--- config.mk ---
export PLATFORM = sky130hd
export DESIGN_NAME = reg_scoreboard
export DESIGN_NICKNAME = d
export VERILOG_FILES = /design/src/rtl/reg_scoreboard.sv
export SDC_FILE = /design/constraint.sdc
export NUM_CORES = 1
export LEC_CHECK = 0
export ABC_CLOCK_PERIOD_IN_PS = 11890
export CELL_PAD_IN_SITES_DETAIL_PLACEMENT = 1
export CELL_PAD_IN_SITES_GLOBAL_PLACEMENT = 2
export CORE_MARGIN = 5
export CORE_UTILIZATION = 35
export CTS_CLUSTER_DIAMETER = 200
export CTS_CLUSTER_SIZE = 40
export DETAILED_ROUTE_END_ITERATION = 10
export HOLD_SLACK_MARGIN = 0.15
export PLACE_DENSITY = 0.77
export SLEW_MARGIN = 30
export SYNTH_ARGS = -nofsm -noshare
export SYNTH_HDL_FRONTEND = slang
export SYNTH_SLANG_ARGS = --single-unit
--- constraint.sdc ---
create_clock -name clk -period 11.89 [get_ports clk]
set_input_delay 2.378 -clock clk [delete_from_list [all_inputs] [get_ports clk]]
set_output_delay 2.378 -clock clk [all_outputs]
set_load 0.1 [all_outputs]
--- src/rtl/reg_scoreboard.sv ---
// Purpose : per-register pending-write scoreboard for the ID-stage RAW hazard check.
//           It counts writes issued in ID that have not yet retired in WB.
// Latency : an issue makes its register busy on the next cycle. A write-back releases
//           busy in the same cycle through a bypass, and the state itself clears on the next cycle.
// Backpr. : issue_ready drops when the destination counter is saturated (unless the same
//           register also retires this cycle) or when the total counter is all-ones.
//
// Ports:
//   clk, rst                         clock, synchronous active-high reset
//   issue_valid/waddr/is_load        register-writing instruction issued from ID
//   issue_ready                      the issue is accepted this cycle (combinational)
//   wb_valid/wb_waddr                one register write retired in WB
//   flush                            drop all pending state (underflow_err is kept)
//   rs1/rs2 _en/_addr                source operands read in ID
//   rs1_busy/rs2_busy                source has an unretired pending write
//   rs_load_hit                      a busy enabled source is pending on a load
//   stall                            ID must hold
//   outstanding                      total pending writes
//   underflow_err                    sticky: write-back arrived with no pending write
module reg_scoreboard #(
  parameter int REG_ADDR_WIDTH = 5,
  parameter int CNT_WIDTH      = 2,
  parameter int TOT_WIDTH      = 6
) (
  input  logic                      clk,
  input  logic                      rst,
  input  logic                      issue_valid,
  input  logic [REG_ADDR_WIDTH-1:0] issue_waddr,
  input  logic                      issue_is_load,
  output logic                      issue_ready,
  input  logic                      wb_valid,
  input  logic [REG_ADDR_WIDTH-1:0] wb_waddr,
  input  logic                      flush,
  input  logic                      rs1_en,
  input  logic [REG_ADDR_WIDTH-1:0] rs1_addr,
  input  logic                      rs2_en,
  input  logic [REG_ADDR_WIDTH-1:0] rs2_addr,
  output logic                      rs1_busy,
  output logic                      rs2_busy,
  output logic                      rs_load_hit,
  output logic                      stall,
  output logic [TOT_WIDTH-1:0]      outstanding,
  output logic                      underflow_err
);

  localparam int NREG = 2 ** REG_ADDR_WIDTH;
  localparam logic [CNT_WIDTH-1:0] CNT_MAX = {CNT_WIDTH{1'b1}};
  localparam logic [CNT_WIDTH-1:0] CNT_ONE = CNT_WIDTH'(1);
  localparam logic [TOT_WIDTH-1:0] TOT_MAX = {TOT_WIDTH{1'b1}};
  localparam logic [TOT_WIDTH-1:0] TOT_ONE = TOT_WIDTH'(1);

  // State
  logic [CNT_WIDTH-1:0] cnt_q  [NREG];
  logic [CNT_WIDTH-1:0] cnt_d  [NREG];
  logic                 load_q [NREG];
  logic                 load_d [NREG];
  logic [TOT_WIDTH-1:0] out_q, out_d;
  logic                 uf_q, uf_d;

  // Decoded events
  logic issue_nz, wb_nz;
  logic wb_same_reg;
  logic issue_acc;
  logic do_inc, do_dec, do_uf;

  assign issue_nz    = (issue_waddr != '0);
  assign wb_nz       = (wb_waddr != '0);
  assign wb_same_reg = wb_valid && (wb_waddr == issue_waddr);

  // A saturated counter can still take an issue when the same register retires in the
  // same cycle, because the net count does not change.
  always_comb begin
    issue_ready = 1'b1;
    if ((cnt_q[issue_waddr] == CNT_MAX) && !wb_same_reg) issue_ready = 1'b0;
    if (out_q == TOT_MAX)                                 issue_ready = 1'b0;
  end

  assign issue_acc = issue_valid && issue_ready;
  // x0 is never tracked, so issues and write-backs to it are accepted and ignored.
  assign do_inc    = issue_acc && issue_nz;
  assign do_dec    = wb_valid && wb_nz && (cnt_q[wb_waddr] != '0);
  assign do_uf     = wb_valid && wb_nz && (cnt_q[wb_waddr] == '0);

  // Next-state logic
  always_comb begin
    for (int i = 0; i < NREG; i++) begin
      cnt_d[i]  = cnt_q[i];
      load_d[i] = load_q[i];
    end
    out_d = out_q;
    uf_d  = uf_q;

    if (flush) begin
      // A flush wins over any issue or write-back presented in the same cycle.
      for (int i = 0; i < NREG; i++) begin
        cnt_d[i]  = '0;
        load_d[i] = 1'b0;
      end
      out_d = '0;
    end else begin
      for (int i = 1; i < NREG; i++) begin
        logic inc_i, dec_i;
        inc_i = do_inc && (issue_waddr == REG_ADDR_WIDTH'(i));
        dec_i = do_dec && (wb_waddr == REG_ADDR_WIDTH'(i));
        if (inc_i && !dec_i) cnt_d[i] = cnt_q[i] + CNT_ONE;
        if (dec_i && !inc_i) cnt_d[i] = cnt_q[i] - CNT_ONE;
        // The latest issue sets the load flag. A retire that empties the register clears it.
        if (inc_i)                             load_d[i] = issue_is_load;
        else if (dec_i && cnt_q[i] == CNT_ONE) load_d[i] = 1'b0;
      end
      case ({do_inc, do_dec})
        2'b10:   out_d = out_q + TOT_ONE;
        2'b01:   out_d = out_q - TOT_ONE;
        default: out_d = out_q;
      endcase
      if (do_uf) uf_d = 1'b1;
    end
  end

  always_ff @(posedge clk) begin
    if (rst) begin
      for (int i = 0; i < NREG; i++) begin
        cnt_q[i]  <= '0;
        load_q[i] <= 1'b0;
      end
      out_q <= '0;
      uf_q  <= 1'b0;
    end else begin
      for (int i = 0; i < NREG; i++) begin
        cnt_q[i]  <= cnt_d[i];
        load_q[i] <= load_d[i];
      end
      out_q <= out_d;
      uf_q  <= uf_d;
    end
  end

  // Source hazard check. A pending count of one that retires this cycle is released
  // right away, so ID does not lose a cycle waiting for the register file update.
  always_comb begin
    rs1_busy = rs1_en && (rs1_addr != '0) && (cnt_q[rs1_addr] != '0) &&
               !(wb_valid && (wb_waddr == rs1_addr) && (cnt_q[rs1_addr] == CNT_ONE));
    rs2_busy = rs2_en && (rs2_addr != '0) && (cnt_q[rs2_addr] != '0) &&
               !(wb_valid && (wb_waddr == rs2_addr) && (cnt_q[rs2_addr] == CNT_ONE));
  end

  assign rs_load_hit   = (rs1_busy && load_q[rs1_addr]) || (rs2_busy && load_q[rs2_addr]);
  assign stall         = !rst && (rs1_busy || rs2_busy || (issue_valid && !issue_ready));
  assign outstanding   = out_q;
  assign underflow_err = uf_q;

endmodule

==> metrics.txt <==
RSZ-0062 raised after global routing false; Routed Wire Length approximately 30 mm; Setup TNS 0 ns; worst r2r path cells 16; Post-synth top flop dfxtp_1; Netlist cell types 64; XOR/XNOR Fraction of Synth Area under 10%; Worst path slowest cell clkdlybuf4s50_1; EDFF count, synth 31; postcts setup bufs 0; share of layout cells above drive strength 1 between 10% and 20%; number of DRC markers in iteration 0 around 540; Post-Layout Cell Count 1274; Yosys top cell area share 16.3%; Die H 166 um; RR Endpoint outstanding[5]; Post-Syn Nets 1037; grt total ovfl 0; largest family of logic cells by synthesized area simple AND/OR/NAND/NOR gates; vias per cell 5.87; r2r startpoint cnt_q[15][0]; Post-Synth Adder-Cell Area a little over 10%; Cell Chain, Critical Path clkdlybuf4s50_1 > buf_4 > nor2b_1 > a311oi_1 > a22oi_2 > nand4_2 > nand3_4 > nand2_1 > a31oi_1 > clkdlybuf4s50_1; Achievable Freq 111 MHz; outcome complete, no violations; CP Launch Type input pin; Worst path max stage delay 1.16 ns; TritonCTS clock tree built; mux contribution to synthesized area 16.3%; core area 0.0241 sq mm; Syn Inst Count 941; warnings from Yosys 0; final net count 1041; Worst Hold Launch underflow_err; Vias between 7000 and 8000; Worst path most repeated cell clkdlybuf4s50_1; complex-gate fraction of the synthesized area 10.9%; DIE AREA 0.0274 sq mm; hpwl dp 21.9 mm; WHS Endpoint underflow_err; async set-or-reset flop fraction in the synthesized netlist 0%; Avg WL per Cell 23.2 um; Yosys top cell by area dfxtp_1; post-CTS resize count 0; Slew Limit Fails 0; sequential-to-total area share from yosys stat 27.3%; clk sinks 100; GRT Util Overall between 20% and 30%; worst-skew pair later-pin latency around 0.36 ns; GPL Wtd Cong 0.922; H-tree levels 3; Yosys reg bits 100; Initial Utilization 35.1%; period utilisation layout 75.7%; Crit Path Class input pin to primary output; Boundary Pins 40; Synth Cell Area about 0.0085 sq mm; critical path data arrival time 6.62 ns; Synth area leaders dfxtp_1 (16%), mux4_2 (14%), edfxtp_1 (11%), ha_1 (9.9%), xor2_1 (7.8%); P_leak 0.00324 uW; R2R Setup Slk 8.10 ns; final hold vios 0; cell area power density just under 90 mW/mm^2; Syn Area/Cell 9.00 sq um; antenna violations before repair 0; Tightest Pin Transition just under 1 ns; Post-DRT Antenna Nets 0; Relative slew margins 34.5%; global-route wire length before repair 46.1 mm; area grow syn2layout 10.7%; Worst-path clk slew about 0.06 ns; vias in the first global route 7583; commonest non-fill, non-tap cell in the layout nor2_1; Fin Clk Skew 0.0133 ns; Ant. Diodes 0; Max-Cap Viols 0; placed cells ~1300; WP data required roughly 9.5 ns; port buffer count 39; row count 57; total iterations of the first detailed-routing run 5; total CTS buffers 9; Crit. End Element primary output; CTS max path bufs 2; CP max FO 18; die width approximately 170 um; CTS Hold Bufs 0; hold path depth 1; Peak VDD IR 0.0522 mV; drt drc 0; pin count of the biggest net entering global routing 54; # setup viols final 0; simple-gate area share of the yosys netlist 21.0%; most frequent cells in the layout nor2_1 (171), xor2_1 (75), dfxtp_1 (69); Final Critical Period 9.00 ns; root buf cell clkbuf_16; Tightest Hold Check Type flip-flop to flip-flop
-- per-layer routing --
metal  up-vias  part of all wire [%]  track usage, %
met5         -                     0               0
met4         0                   3.9            8.85
li1       3398                     -               -
met1      3754                    43            29.9
met3        65                   5.2            3.18
met2       265                    47            36.1
-- power breakdown --
part | total, uW | switching [uW] | internal, uW
Sequential | 362 | 5.39 | 357
Combinational | 151 | 100 | 51.2
Clock | 322 | 146 | 176
Total | 835 | 252 | 584
-- area by class of cell --
class                           instances  area, sq um
Fill cell                            2849        14700
Tap cell                              324          405
Clock buffer                           12          289
Multi-Input combinational cell        730         5650
Inverter                               50          188
Clock inverter                          4         32.5
Timing Repair Buffer                   54          503
Sequential cell                       100         2310
-- Yosys cell counts (13+ instances only) --
cell type	n
nor3_1	20
a221o_1	13
nand4_1	13
xor2_1	75
mux4_2	53
nand2_1	62
dfxtp_1	69
buf_2	22
inv_1	49
o211ai_1	19
clkbuf_1	25
ha_1	67
nand3_1	33
a21oi_1	60
edfxtp_1	31
and3_1	14
nor2_1	171
-- worst max path at each step --
stage,startpoint,to,slack [ns],cells past startpoint
2_1_floorplan,rs2_addr[1],stall,4.05,8
3_3_place_gp,issue_waddr[1],stall,3.03,10
3_5_place_dp,issue_waddr[1],stall,2.95,10
4_1_cts,issue_waddr[1],stall,2.94,10
5_1_grt,issue_waddr[1],stall,2.63,10
6_report,issue_waddr[1],stall,2.89,10
-- worst max-delay path: cells and delay by family --
| kind | cells | cell delay [ns] |
|---|---|---|
| buf+inv | 3 | 2.55 |
| simple gates | 4 | 1.11 |
| compound gates | 3 | 0.56 |
-- metrics by stage --
step / setup slack (ns) / hold WS [ns] / area [sq um] / util [%] / power [uW]
2_1_floorplan: 4.05 / 0.507 / 8470 / - / 472
3_3_place_gp: 3.03 / 0.481 / 9060 / 37.6 / 518
3_5_place_dp: 2.95 / 0.479 / 9060 / 37.6 / 520
4_1_cts: 2.94 / 0.501 / 9380 / 38.9 / 843
5_1_grt: 2.63 / 0.534 / 9380 / 38.9 / 867
6_report: 2.89 / 0.500 / 9380 / 38.9 / 835
-- sequential cells by signal, indices dropped and copies added (netlist names) --
name and cells:
underflow_err 1, load_q 31, outstanding 6, cnt_q 62
-- cell families after synthesis --
logic type,count (synthesis)
compound gates,138
xor+xnor,81
fa+ha+maj,68
buf+inv,111
flops,100
mux,71
simple gates,372
No activity file was read; power rests on OpenSTA's default activity.
